File: config.mk
export PLATFORM = sky130hd
export DESIGN_NAME = threshold_voter_filt
export DESIGN_NICKNAME = d
export VERILOG_FILES = /design/src/rtl/threshold_voter_filt.sv
export SDC_FILE = /design/constraint.sdc
export NUM_CORES = 1
export LEC_CHECK = 0
export BUFFER_PORTS_ARGS = -buffer_cell sky130_fd_sc_hd__buf_2
export CAP_MARGIN = 0
export CORE_AREA = 2 2 41 80
export CTS_BUF_LIST = sky130_fd_sc_hd__clkbuf_2 sky130_fd_sc_hd__clkbuf_4 sky130_fd_sc_hd__clkbuf_8
export CTS_CLUSTER_SIZE = 30
export DETAILED_ROUTE_END_ITERATION = 10
export DIE_AREA = 0 0 43 82
export PLACE_DENSITY = 0.76
export SLEW_MARGIN = 20
export SYNTH_ARGS = -nofsm -noshare
export SYNTH_HDL_FRONTEND = slang
export SYNTH_SLANG_ARGS = --single-unit
File: constraint.sdc
create_clock -name clk -period 1.25 [get_ports clk]
set_input_delay 0.125 -clock clk [delete_from_list [all_inputs] [get_ports clk]]
set_output_delay 0.125 -clock clk [all_outputs]
set_load 0.1 [all_outputs]
File: src/rtl/threshold_voter_filt.sv
// ---------------------------------------------------------------------------
// threshold_voter_filt
//
// Registered K-of-N threshold voter with a persistence filter and per-channel
// fault tracking. Each valid cycle it samples N redundant votes. The raw vote
// is 1 when at least K votes are set. The filtered output y changes to a new
// raw value only after HOLD consecutive valid samples disagree with y.
// A channel is flagged faulty, and the flag stays set, once it has disagreed
// with the raw vote on FAULT_LIM consecutive valid samples.
//
// Ports
//   clk         : clock; all state changes on the rising edge
//   rst_n       : asynchronous active-low reset
//   in_valid    : the votes are sampled in this cycle
//   votes       : N redundant vote inputs
//   clr_faults  : synchronous clear of fault_mask and the disagreement counters
//   out_valid   : in_valid delayed by one cycle
//   count       : popcount of the last valid sample (held through invalid cycles)
//   y           : filtered vote output
//   fault_mask  : sticky per-channel fault flags
// ---------------------------------------------------------------------------
module threshold_voter_filt #(
  parameter int N         = 4,
  parameter int K         = 3,
  parameter int HOLD      = 2,
  parameter int FAULT_LIM = 4
) (
  input  logic                       clk,
  input  logic                       rst_n,
  input  logic                       in_valid,
  input  logic [N-1:0]               votes,
  input  logic                       clr_faults,
  output logic                       out_valid,
  output logic [$clog2(N+1)-1:0]     count,
  output logic                       y,
  output logic [N-1:0]               fault_mask
);

  localparam int CNT_W  = $clog2(N+1);
  localparam int PEND_W = $clog2(HOLD+1);
  localparam int DIS_W  = $clog2(FAULT_LIM+1);

  typedef enum logic {ST_STABLE, ST_PENDING} state_t;

  logic [CNT_W-1:0]  w_popcount;
  logic              w_raw;

  logic              r_out_valid;
  logic [CNT_W-1:0]  r_count;
  logic              r_y;
  logic              w_y_next;
  state_t            r_state;
  state_t            w_state_next;
  logic [PEND_W-1:0] r_pend;
  logic [PEND_W-1:0] w_pend_next;
  logic [N-1:0]      w_fault_mask;

  // Popcount of the current votes and the unfiltered threshold decision.
  always_comb begin
    w_popcount = '0;
    for (int i = 0; i < N; i++) begin
      w_popcount = w_popcount + CNT_W'(votes[i]);
    end
  end

  assign w_raw = (w_popcount >= CNT_W'(K));

  // Sample register: out_valid follows in_valid; count holds between samples.
  always_ff @(posedge clk or negedge rst_n) begin
    if (!rst_n) begin
      r_out_valid <= 1'b0;
      r_count     <= '0;
    end else begin
      r_out_valid <= in_valid;
      if (in_valid) begin
        r_count <= w_popcount;
      end
    end
  end

  // Persistence filter: state register.
  always_ff @(posedge clk or negedge rst_n) begin
    if (!rst_n) begin
      r_state <= ST_STABLE;
      r_pend  <= '0;
      r_y     <= 1'b0;
    end else begin
      r_state <= w_state_next;
      r_pend  <= w_pend_next;
      r_y     <= w_y_next;
    end
  end

  // Persistence filter: next-state logic. Invalid cycles leave everything as is.
  always_comb begin
    w_state_next = r_state;
    w_pend_next  = r_pend;
    w_y_next     = r_y;
    case (r_state)
      ST_STABLE: begin
        if (in_valid && (w_raw != r_y)) begin
          if (HOLD == 1) begin
            // A single disagreeing sample is enough; no pending phase.
            w_y_next = w_raw;
          end else begin
            w_pend_next  = PEND_W'(1);
            w_state_next = ST_PENDING;
          end
        end
      end
      ST_PENDING: begin
        if (in_valid) begin
          if (w_raw == r_y) begin
            w_pend_next  = '0;
            w_state_next = ST_STABLE;
          end else if (r_pend == PEND_W'(HOLD-1)) begin
            w_y_next     = w_raw;
            w_pend_next  = '0;
            w_state_next = ST_STABLE;
          end else begin
            w_pend_next = r_pend + PEND_W'(1);
          end
        end
      end
      default: begin
        w_pend_next  = '0;
        w_state_next = ST_STABLE;
      end
    endcase
  end

  // Per-channel disagreement counter and sticky fault flag. Channels are
  // compared against the raw vote so the filter delay does not skew them.
  genvar gi;
  generate
    for (gi = 0; gi < N; gi++) begin : g_chan
      logic [DIS_W-1:0] r_dis;
      logic             r_fault;

      always_ff @(posedge clk or negedge rst_n) begin
        if (!rst_n) begin
          r_dis   <= '0;
          r_fault <= 1'b0;
        end else if (clr_faults) begin
          // Clear takes priority over a coincident increment or set.
          r_dis   <= '0;
          r_fault <= 1'b0;
        end else if (in_valid) begin
          if (votes[gi] != w_raw) begin
            if (r_dis != DIS_W'(FAULT_LIM)) begin
              r_dis <= r_dis + DIS_W'(1);
            end
            // The counter reaches the limit on this edge, so set the flag now.
            if (r_dis >= DIS_W'(FAULT_LIM-1)) begin
              r_fault <= 1'b1;
            end
          end else begin
            r_dis <= '0;
          end
        end
      end

      assign w_fault_mask[gi] = r_fault;
    end
  endgenerate

  assign out_valid  = r_out_valid;
  assign count      = r_count;
  assign y          = r_y;
  assign fault_mask = w_fault_mask;

endmodule

# ---- After elaboration in Yosys (flattened, before gate mapping)
# Cells that the tools add are included.
dict set report word_totals {
  reg_bits 24
  in_bits 8
  out_inout_bits 9
  elab_cells 107
}
dict set report op_classes {
  addsub 8
  order_cmp 5
  eq_ne 17
  n_mux 42
  n_bitwise 2
  reduce_logical 20
}
# operator count
set op_table {}
lappend op_table {{two-way mux 3 bit} 16}
lappend op_table {{two-way mux 1 bit} 20}
lappend op_table {{nonzero test 2 bit} 9}
lappend op_table {{greater-or-equal comparator 3 x 2 -> 1 bit (second input constant)} 5}
lappend op_table {{adder 3 x 1 -> 3 bit (second input constant)} 4}
lappend op_table {{!= test 3 x 2 -> 1 bit (second input constant)} 4}
lappend op_table {{!= test 3 bit (second input constant)} 4}
lappend op_table {{AND reduction 3 bit} 4}
lappend op_table {{AND reduction 2 bit} 5}
lappend op_table {{two-way mux 2 bit} 4}
lappend op_table {{!= test 1 bit} 5}
lappend op_table {{!= test 2 bit (second input constant)} 2}
lappend op_table {{case mux 2 bit (2 select lines)} 1}
lappend op_table {{AND reduction 4 bit} 1}
lappend op_table {{adder 2 x 1 -> 3 bit} 1}
lappend op_table {{adder 3 x 1 -> 3 bit} 1}
lappend op_table {{adder 1 x 1 -> 2 bit} 1}
lappend op_table {{adder 2 x 1 -> 2 bit (second input constant)} 1}
lappend op_table {{== test 2 x 1 -> 1 bit (second input constant)} 1}
lappend op_table {{NOT 1 bit} 2}
lappend op_table {{case mux 1 bit (2 select lines)} 1}
lappend op_table {{== test 1 bit} 1}
lappend op_table {{logical AND 1 bit} 1}

# ---- Longest topological paths before layout
# Gate-level depths: netlist (run 1).
dict set report depth {
  ltp_word 8
  depth_mapped 9
  mapped_depth_nobuf 9
}

# ---- Worst setup path after synthesis (run 1)
# Ideal clock, no wire load.
dict set report synth_timing {
  path_kind {input port to flip-flop}
  start {in votes[0]}
  end {reg r_pend[1]}
  setup_ns 0.124
  arrival_time_ns 2.067
  t_required_ns 1.126
  setup_slack_ns -0.941
  stages 9
  n_path_buf 0
  cell_sequence {inv_1 fa_1 inv_1 ha_1 ha_1 a21oi_4 xnor2_1 nor3b_1 o31a_1}
}
dict set report synth_via {
  elab_chain_len 8
  word_cells_on_any_way 12
  classes_between {add/sub (3); order compare (1); eq/ne (3); mux (3); reduce/logical (2)}
}
# item line_no
set synth_lines {}
lappend synth_lines {{start: declaration} 31} ;# input logic [N-1:0] votes,
lappend synth_lines {{adder 1 x 1 -> 2 bit (*)} 62} ;# w_popcount = w_popcount + CNT_W'(votes[i]);
lappend synth_lines {{adder 2 x 1 -> 3 bit (*)} 62}
lappend synth_lines {{adder 3 x 1 -> 3 bit (*)} 62}
lappend synth_lines {{via w_popcount[1]} 45} ;# logic [CNT_W-1:0] w_popcount;
lappend synth_lines {{greater-or-equal comparator 3 x 2 -> 1 bit (*)} 66} ;# assign w_raw = (w_popcount >= CNT_W'(K));
lappend synth_lines {{== test 1 bit / != test 1 bit (equally long branches)} {113, 101}}
lappend synth_lines {{two-way mux 2 bit / logical AND 1 bit (equally long branches)} {113, 101}}
lappend synth_lines {{two-way mux 2 bit / != test 2 bit (equally long branches)} n/a}
lappend synth_lines {{case mux 2 bit (2 select lines) / AND reduction 2 bit (equally long branches)} n/a}
lappend synth_lines {{end signal: assignment} 89} ;# r_pend <= w_pend_next;
lappend synth_lines {{end: declaration} 54} ;# logic [PEND_W-1:0] r_pend;
# Mark *: on every way through the listed nets, which the timed path passes. The rest lies on a longest branch. The select of a mux whose other input is x is not followed.
# A chain may end at the register's enable or synchronous reset.

# ---- Worst setup path after layout (run 1)
dict set report layout_timing {
  start {in votes[3]}
  end {reg r_pend[1]}
}
dict set report layout_via {
  elab_chain_len 6
  word_cells_on_any_way 10
  classes_between {add/sub (1); order compare (1); eq/ne (3); mux (3); reduce/logical (2)}
}
# item line_no
set layout_lines {}
lappend layout_lines {{adder 3 x 1 -> 3 bit (*)} 62}
lappend layout_lines {{via w_popcount[1]} 45}
lappend layout_lines {{greater-or-equal comparator 3 x 2 -> 1 bit (*)} 66}
lappend layout_lines {{== test 1 bit / != test 1 bit (equally long branches)} {113, 101}}
lappend layout_lines {{two-way mux 2 bit / logical AND 1 bit (equally long branches)} {113, 101}}
lappend layout_lines {{two-way mux 2 bit / != test 2 bit (equally long branches)} n/a}
lappend layout_lines {{case mux 2 bit (2 select lines) / AND reduction 2 bit (equally long branches)} n/a}
# Marks and branches as above.

==> results summary, run 1 <==
The end point of the most critical hold path is out_valid. After the first detailed-routing iteration, the DRC count stood at 42. The cell count after synthesis came out at 153. The max-capacitance violation count is 0. The placement-stage worst setup slack came out at -952 ps. The number of sinks handled by clock tree synthesis came out at 24. The fraction of power spent switching nets came out at between 30% and 40%.

Of the total synthesized cell area, the portion taken by AND, OR, NAND and NOR gates is approximately 12%. The share of final-layout standard cells stronger than drive strength 1 came out at a little over a third. The share of total power in the clock network is 18.7%. The x dimension of the die is around 43 microns. The sequential-to-total area share from yosys stat is 41.2%. The class of the most critical setup path is input pin to flip-flop. The standard cell core area came out at 2940 sq um. The number of inserted diodes is 0. The mean cell area of the mapped netlist came out at 9.53 sq um. The netlist area before placement came out at 1460 sq um. The post-route worst setup slack is -612 ps. The slew of the pin with the lowest slew margin is 546 ps. The global-route track usage on met2 came out at 43.6%. For this run, the number of Yosys warnings is 0. The post-CTS clock slew at the launch and capture registers of the worst setup and hold paths came out at 80 ps. The startpoint of the tightest hold check path is in_valid. Registers take 601 sq um. In the final design database the tool counted 208 nets. The final non-filler cell area came out at 2000 sq um. The portion of netlist area occupied by mux cells came out at slightly above 5%. The root buffer selected by CTS is clkbuf_8.

The clock insertion delay at the later pin of the skew report is 270 ps. The number of distinct library cells after synthesis is 36. The remaining routing DRC violations came out at 0. Summing the areas of all compound-gate instances in the mapped netlist gives between 10% and 20% of the synthesized area. For the worst setup path, the data required time is ~1400 ps. The part of the cycle the worst path needs came out at 149%. The count of input and output buffers came out at 16.

The relative contribution of sequential cells to total power is 34.6%. The number of levels in the clock H-tree is 1. The peak supply drop came out at 0.00175 V. Of all nets on the critical path, the largest fanout is 3. The clock tree from TritonCTS is built. The worst hold path cell count is 2. The number of core rows came out at 28. The post-detailed-route wirelength per cell came out at ~17 microns.

The post-route core utilization came out at 68.1%. The data arrival time of the critical path is 2020 ps. The via count of the first global-routing pass is 1329. The worst register-to-register path ends at g_chan[2].r_fault. The met3 track demand over resource in global routing is 2.86%. The number of I/O pins came out at 17.

The post-route antenna net violation count is 0. The post-detailed-routing wire length is 3630 microns. The launch point of the worst reg-to-reg path is g_chan[2].r_dis[0]. The die covers 3530 sq um. Counting I/O delays and the setup requirement, the final critical path takes 1860 ps.

The flow ran to the end, but the final reports show violations. The multi-input combinational cells in the finished layout cover a total of approximately 930 sq um. The post-route clock skew is 3.90 ps.

Final hold analysis gives a worst-case slack of 207 ps. The power per standard cell area is around 1400 nW/um^2. The initial antenna violation count is 0. The tightest min-delay check is of the input pin to flip-flop type. The checks that failed: negative setup slack. Of the total synthesized cell area, the portion taken by full adders, half adders and majority gates is 13.4%.

The layout overhead on the synthesized area came out at 37.4%. The first global-routing pass estimated between 5000 and 6000 microns of wire. The worst slew slack as a fraction of its limit is 63.6%. The maximum number of pins on one net before global-route repair came out at 25. By area, the combinational part of the netlist is dominated by compound AO/OA/AOI/OAI gates. After global routing, the most crowded layer is met2. The leakage power figure is 0.947 nW. The met1 track demand over resource is 22.1%.

In this run the power spent charging and discharging nets is 1.13 mW. The internal power came out at around 1.7 mW. The global route total overflow came out at 0.

Setup repair after global routing could not meet its margin everywhere. In this run, the combinational gates consume 46.7% of the power. The detailed-route via count is 1234. The reg-to-reg setup timing slack came out at -210 ps. The initial standard-cell utilization of the core came out at 49.5%.

The weighted congestion reported at the end of routability-driven placement came out at 0.812. The number of synthesized register bits is 24. In this run the vertical extent of the chip is 82 microns. The average via count per standard cell came out at 5.77.

Summing the areas of all xor and xnor instances in the mapped netlist gives 3.61% of the synthesized area. The net count after synthesis is 176. The maximum clock frequency is 537 MHz. The type of element capturing the critical path is a flip-flop. The number of max-slew violations in the final report is 0. The count of cells along the worst register-to-register path is 5. The total of fill cells in the finished design came out at around 220. The total half-perimeter wirelength after legalization and detailed placement came out at 2440 microns. The number of buffers inserted during clock tree synthesis is 3. Setup violations remaining at the end of the flow were counted as 22. The type of origin of the critical path is an input pin. The placed instances occupy a cell area of 1740 sq um. The global-route usage over all layers is roughly 23%. The buffer levels on the longest clock path is 2. The number of hold violations in the final report was 0.

The number of optimization iterations in the first detailed-route pass is 4.
cell usage in the layout (no fill, tap or decap), drive strengths merged, types with 2 or more instances in the layout:
cell type,instances
nand2b,3
a21o,2
mux2,3
clkbuf,4
nand2,14
inv,19
buf,35
a211oi,4
nor2,11
mux2i,4
nand3,7
a31oi,3
xnor2,5
a21oi,5
nor3,2
dfrtp,24
ha,14
o21ai,6
o31ai,2
a22oi,2
synth_stat cells:
cell / number / area, sq um
buf_2: 1 / 5.00
nor2b_1: 1 / 6.26
o22ai_1: 1 / 6.26
nand3_1: 7 / 35.0
o21ai_0: 6 / 30.0
a21o_1: 2 / 15.0
a21oi_1: 4 / 20.0
and3_1: 1 / 6.26
o31a_1: 1 / 8.76
inv_1: 19 / 71.3
o41ai_1: 1 / 8.76
xnor2_1: 5 / 43.8
nor2_1: 11 / 41.3
nand2_1: 14 / 52.6
a211oi_1: 4 / 30.0
mux2i_1: 4 / 40.0
a2bb2oi_1: 1 / 8.76
mux2_2: 3 / 33.8
ha_1: 14 / 175
a22oi_1: 2 / 15.0
o21ba_2: 1 / 10.0
o31ai_1: 2 / 15.0
a21oi_4: 1 / 16.3
fa_1: 1 / 20.0
xor2_1: 1 / 8.76
nor3b_1: 1 / 7.51
clkbuf_1: 4 / 15.0
nor3_1: 2 / 10.0
dfrtp_1: 24 / 601
a21bo_2: 1 / 10.0
a221oi_1: 1 / 8.76
a31oi_1: 3 / 18.8
o21a_1: 1 / 7.51
nand2b_1: 3 / 18.8
o211ai_1: 1 / 7.51
buf_4: 4 / 30.0
stage by stage:
| step | TNS (ps) | power [mW] | cells |
|---|---|---|---|
| floorplan | -12580 | 1.68 | 153 |
| detailed placement | -18790 | 2.05 | 208 |
| finish | -10040 | 2.85 | 214 |
| CTS | -10480 | 2.74 | 214 |
| global route | -11600 | 2.98 | 214 |
| global placement | -17640 | 2.01 | 208 |
state kept, by name, summed over array words and instances, names as in the netlist:
register        flops
g_chan.r_dis       12
g_chan.r_fault      4
count               3
out_valid           1
y                   1
r_pend              2
r_state             1
layout make-up:
class,instances,share of cell area [%]
repair buffers,36,14.8
inverters,19,4.18
clock buffers,4,2.75
multi-input cells,101,46.4
well taps,30,1.87
flip-flops and latches,24,30.0
routing by layer:
metal  wire length (microns)  vias to the layer above
li1                        -                      574
met1                    1290                      626
met2                    2160                       26
met3                      88                        8
met4                      90                        0
met5                       0                        -
cells by family (layout without fill, tap and decap cells):
group	count (synthesis)	in the layout
buffers and inverters	28	59
adders and majority gates	15	15
AOI/OAI and AO/OA	33	33
muxes	7	7
xor gates and xnor gates	6	6
DFF	24	24
and+or+nand+nor	40	40
worst max path at each step:
| stage | from | endpoint |
|---|---|---|
| 2_1_floorplan | votes[3] | r_pend[1] |
| 3_3_place_gp | votes[3] | g_chan[2].r_fault |
| 6_report | votes[3] | r_pend[1] |
| 5_1_grt | votes[3] | r_pend[1] |
| 3_5_place_dp | votes[3] | g_chan[0].r_dis[0] |
| 4_1_cts | votes[1] | r_pend[1] |
power by group through the flow:
| stage | clock, mW | combinational [mW] | sequential [mW] |
|---|---|---|---|
| 3_5_place_dp | 0 | 1.06 | 0.983 |
| 2_1_floorplan | 0 | 0.451 | 1.23 |
| 5_1_grt | 0.563 | 1.42 | 0.999 |
| 6_report | 0.535 | 1.33 | 0.986 |
| 4_1_cts | 0.535 | 1.23 | 0.978 |
| 3_3_place_gp | 0 | 1.03 | 0.978 |
critical path, cell delays in order:
cell and delay, ps:
buf_8 90, inv_8 30, fa_1 550, inv_2 50, ha_4 160, ha_4 280, a21oi_4 60, buf_6 130
xnor2_4 200, nor2_2 70, o31a_1 290
repair_timing:
action | in CTS | in global routing
pin swaps | 13 | 6
resized for setup | 19 | 14
endpoints found under the hold margin | 24 | 0
setup buffers | 1 | 0
hold buffers | 1 | 0
endpoints found under the setup margin | 22 | 22
gates cloned | 0 | 0
Power figures use the tool's default switching activity.
==> run 2, diff against run 1 <==
--- a/config.mk
+++ b/config.mk
@@ -7,12 +7,14 @@
 export LEC_CHECK = 0
 export BUFFER_PORTS_ARGS = -buffer_cell sky130_fd_sc_hd__buf_2
 export CAP_MARGIN = 0
-export CORE_AREA = 2 2 41 80
+export CELL_PAD_IN_SITES_DETAIL_PLACEMENT = 0
+export CELL_PAD_IN_SITES_GLOBAL_PLACEMENT = 1
+export CORE_AREA = 2 2 45 89
 export CTS_BUF_LIST = sky130_fd_sc_hd__clkbuf_2 sky130_fd_sc_hd__clkbuf_4 sky130_fd_sc_hd__clkbuf_8
 export CTS_CLUSTER_SIZE = 30
 export DETAILED_ROUTE_END_ITERATION = 10
-export DIE_AREA = 0 0 43 82
-export PLACE_DENSITY = 0.76
+export DIE_AREA = 0 0 47 91
+export PLACE_DENSITY = 0.78
 export SLEW_MARGIN = 20
 export SYNTH_ARGS = -nofsm -noshare
 export SYNTH_HDL_FRONTEND = slang
==> run 2 against run 1 <==
Against the previous run: sequential power down 2%; routed wire length down 9.1%; highest routed layer unchanged; non-clock buffer count is 4 higher; sequential cell count unchanged; the run still ends with negative setup slack left.
==> results summary, run 2 (synthesis results as in run 1) <==
The slew of the pin with the lowest slew margin came to 551 ps (+4.95 ps). The most numerous cell type found on the critical path is ha_4. The number of nets in the final layout is 212 (+1.9%). The detailed-route via count is 1218 (-1.3%). The wire length of the first global-routing pass is 5820 microns (-2.3%). The average via count per standard cell was 5.14 (-11%).

The maximum clock frequency came to 551 MHz (+2.6%). The part of the cycle the worst path needs is 145% (-3.8 points). The number of inserted diodes was 0 (unchanged).

The data arrival time of the critical path came out at 2000 ps (-20 ps). The number of max-slew violations in the final report was 0 (unchanged). The post-detailed-route wirelength per cell is 13.9 microns (-18%). The final reports fail on negative setup slack. On the critical path the largest part of the delay comes from adder cells.

The flow ran to the end, but the final reports show violations. The number of sinks handled by clock tree synthesis came out at 24 (unchanged). The post-route core utilization came to 58.0% (-10 points). The number of optimization iterations in the first detailed-route pass is 4 (unchanged). The relative contribution of sequential cells to total power is 32.2% (-2.4 points).

The total of fill cells in the finished design is 322 (+45%). The weighted congestion reported at the end of routability-driven placement came out at 0.791 (-2.5%). The class of the most critical setup path is input pin to flip-flop. The number of DRC markers after the initial detailed-route iteration is 21 (-50%). The number of flip-flops in the largest register is 12 (unchanged). The smallest hold slack came out at 206 ps (-0.691 ps). The tree is rooted in a clkbuf_8. The clock insertion delay at the later pin of the skew report is 270 ps (about the same).

The count of endpoints failing setup in the final report is 23 (+4.5%). The leakage power figure was 0.967 nW (+2.1%). The count of input and output buffers came to 16 (unchanged).

The number of hold violations in the final report came out at 0 (unchanged). The number of I/O pins is 17 (unchanged). The share of final-layout standard cells stronger than drive strength 1 is 38.3% (+1.9 points). The number of core rows is 31 (+11%). The area of the die came to 4280 sq um (+21%).

The path type of the worst min-delay path is input pin to flip-flop. Setup repair after global routing could not meet its margin everywhere. The post-detailed-routing wire length came out at 3300 microns (-9.1%). The number of levels in the clock H-tree came to 1 (unchanged). TritonCTS built the clock tree.

The via count of the first global-routing pass came to 1300 (-2.2%). The post-route worst setup slack is -565 ps (+47.7 ps). The height of the die is 91 microns (+11%).

The global route total overflow is 0 (unchanged). The global-route usage over all layers is 18.2% (-4.4 points). The number of buffers inserted during clock tree synthesis is 3 (unchanged). The power share of the combinational group came to 45.1% (-1.6 points). The initial standard-cell utilization of the core was 40.8% (-8.7 points). The maximum fanout along the worst path is 4 (+1). The type of element capturing the critical path is a flip-flop. The worst setup path is launched from an input pin.

The post-route clock skew is 3.32 ps (-0.580 ps). The remaining routing DRC violations is 0 (unchanged). The standard cell core area came out at 3570 sq um (+21%). The shortest clock period the worst path allows after layout is 1810 ps (-47.7 ps). The post-CTS clock slew at the launch and capture registers of the worst setup and hold paths came out at 90 ps (about the same).

The count of buffering cells on the critical path with inverters included came out at 5 (+1). Traced cell by cell, the critical path runs through buf_8 > inv_8 > fa_1 > inv_2 > ha_4 > ha_4 > a21oi_4 > buf_6 > xor2_4 > buf_4 > a221oi_2. The share of total power in the clock network is 22.7% (+4.0 points). The post-route antenna net violation count is 0 (unchanged). The initial antenna violation count was 0 (unchanged).

The fraction of power spent switching nets is 36.8% (-2.8 points). The max-capacitance violation count came to 0 (unchanged). The x dimension of the die came to 47 microns (+9.3%). The worst slew slack as a fraction of its limit is 63.2% (-0.33 points).

The maximum number of pins on one net before global-route repair came out at 25 (unchanged). The switching power came to 1.10 mW (-2.4%). The total half-perimeter wirelength after legalization and detailed placement is 2350 microns (-4.0%). The required arrival time at the worst endpoint came out at 1430 ps (+20 ps).

The peak supply drop came out at 0.00135 V (-23%). The buffer levels on the longest clock path is 2 (unchanged). The power per standard cell area came to 1450 nW/um^2 (+1.8%).

The largest register by flop count is g_chan.r_dis. Leaving out fill and tap cells, the most frequent cell in the layout is dfrtp_1. The top cell types in the final layout, fill and taps aside, are 24 x dfrtp_1, 18 x buf_4, 16 x inv_1. The worst stage delay on the critical path was 540 ps (about the same).

For this design, the slowest cell found on the critical path is fa_1. The internal power is 1.90 mW (+10%). The layout overhead on the synthesized area is 42.0%.
[run 2: layer usage]
layer | GRT usage [%] | wire length, microns | vias to the layer above
met1 | 21.6 | 1290 | 598
met5 | 0 | 0 | -
met2 | 31.8 | 1870 | 22
li1 | - | - | 592
met4 | 5.56 | 59 | 0
met3 | 2.19 | 77 | 6
[run 2: area by class of cell]
cell class	instances	area (sq um)	share of cell area (%)
Sequential cell	24	601	29.0
Clock buffer	3	41.3	2.00
Timing Repair Buffer	40	317	15.3
Tap cell	49	61.3	2.96
Clock inverter	1	30.0	1.45
Multi-Input combinational cell	101	938	45.3
Inverter	19	81.3	3.93
[run 2: worst register-to-register path, stage by stage, from the launching register on]
cell      delay (ps)
dfrtp_1          440
ha_1             220
ha_1             180
a211oi_1         290
nor3_2            80
o21ba_2          200
[run 2: final timing paths]
path                               startpoint                  to  slack (ps)  cells after the start
setup / recovery                     votes[3]  g_chan[2].r_dis[2]        -560                     11
hold / removal                       in_valid   g_chan[1].r_fault         210                      3
setup reg to reg           g_chan[2].r_dis[0]   g_chan[2].r_fault        -260                      5
hold reg to reg             g_chan[0].r_fault   g_chan[0].r_fault         490                      2
max in group asynchronous               rst_n  g_chan[1].r_dis[0]         500                      2
min in group asynchronous               rst_n           out_valid         380                      2
[run 2: what timing repair did]
| item | in CTS | in global routing |
|---|---|---|
| hold buffers | 1 | 0 |
| setup buffers | 3 | 1 |
| hold endpoints to repair | 24 | 0 |
| pin swaps | 10 | 10 |
| endpoints found under the setup margin | 23 | 23 |
| gates resized for setup | 18 | 15 |
[run 2: power groups by stage]
stage | combinational (mW) | sequential, mW | clock (mW)
2_1_floorplan | 0.451 | 1.23 | 0
3_5_place_dp | 1.08 | 0.966 | 0
4_1_cts | 1.23 | 0.962 | 0.701
5_1_grt | 1.45 | 0.981 | 0.736
6_report | 1.36 | 0.966 | 0.681
3_3_place_gp | 1.06 | 0.959 | 0
[run 2: metrics by stage]
stage               cells  TNS (ps)  total power [mW]  area (sq um)  setup slack (ps)
detailed placement    229    -18590              2.04          1770              -952
CTS                   236     -9970              2.89          1970              -581
floorplan             153    -12580              1.68          1520              -777
global placement      229    -17640              2.02          1770              -904
global route          237    -10660              3.17          2070              -617
finish                237     -9420              3.00          2070              -565
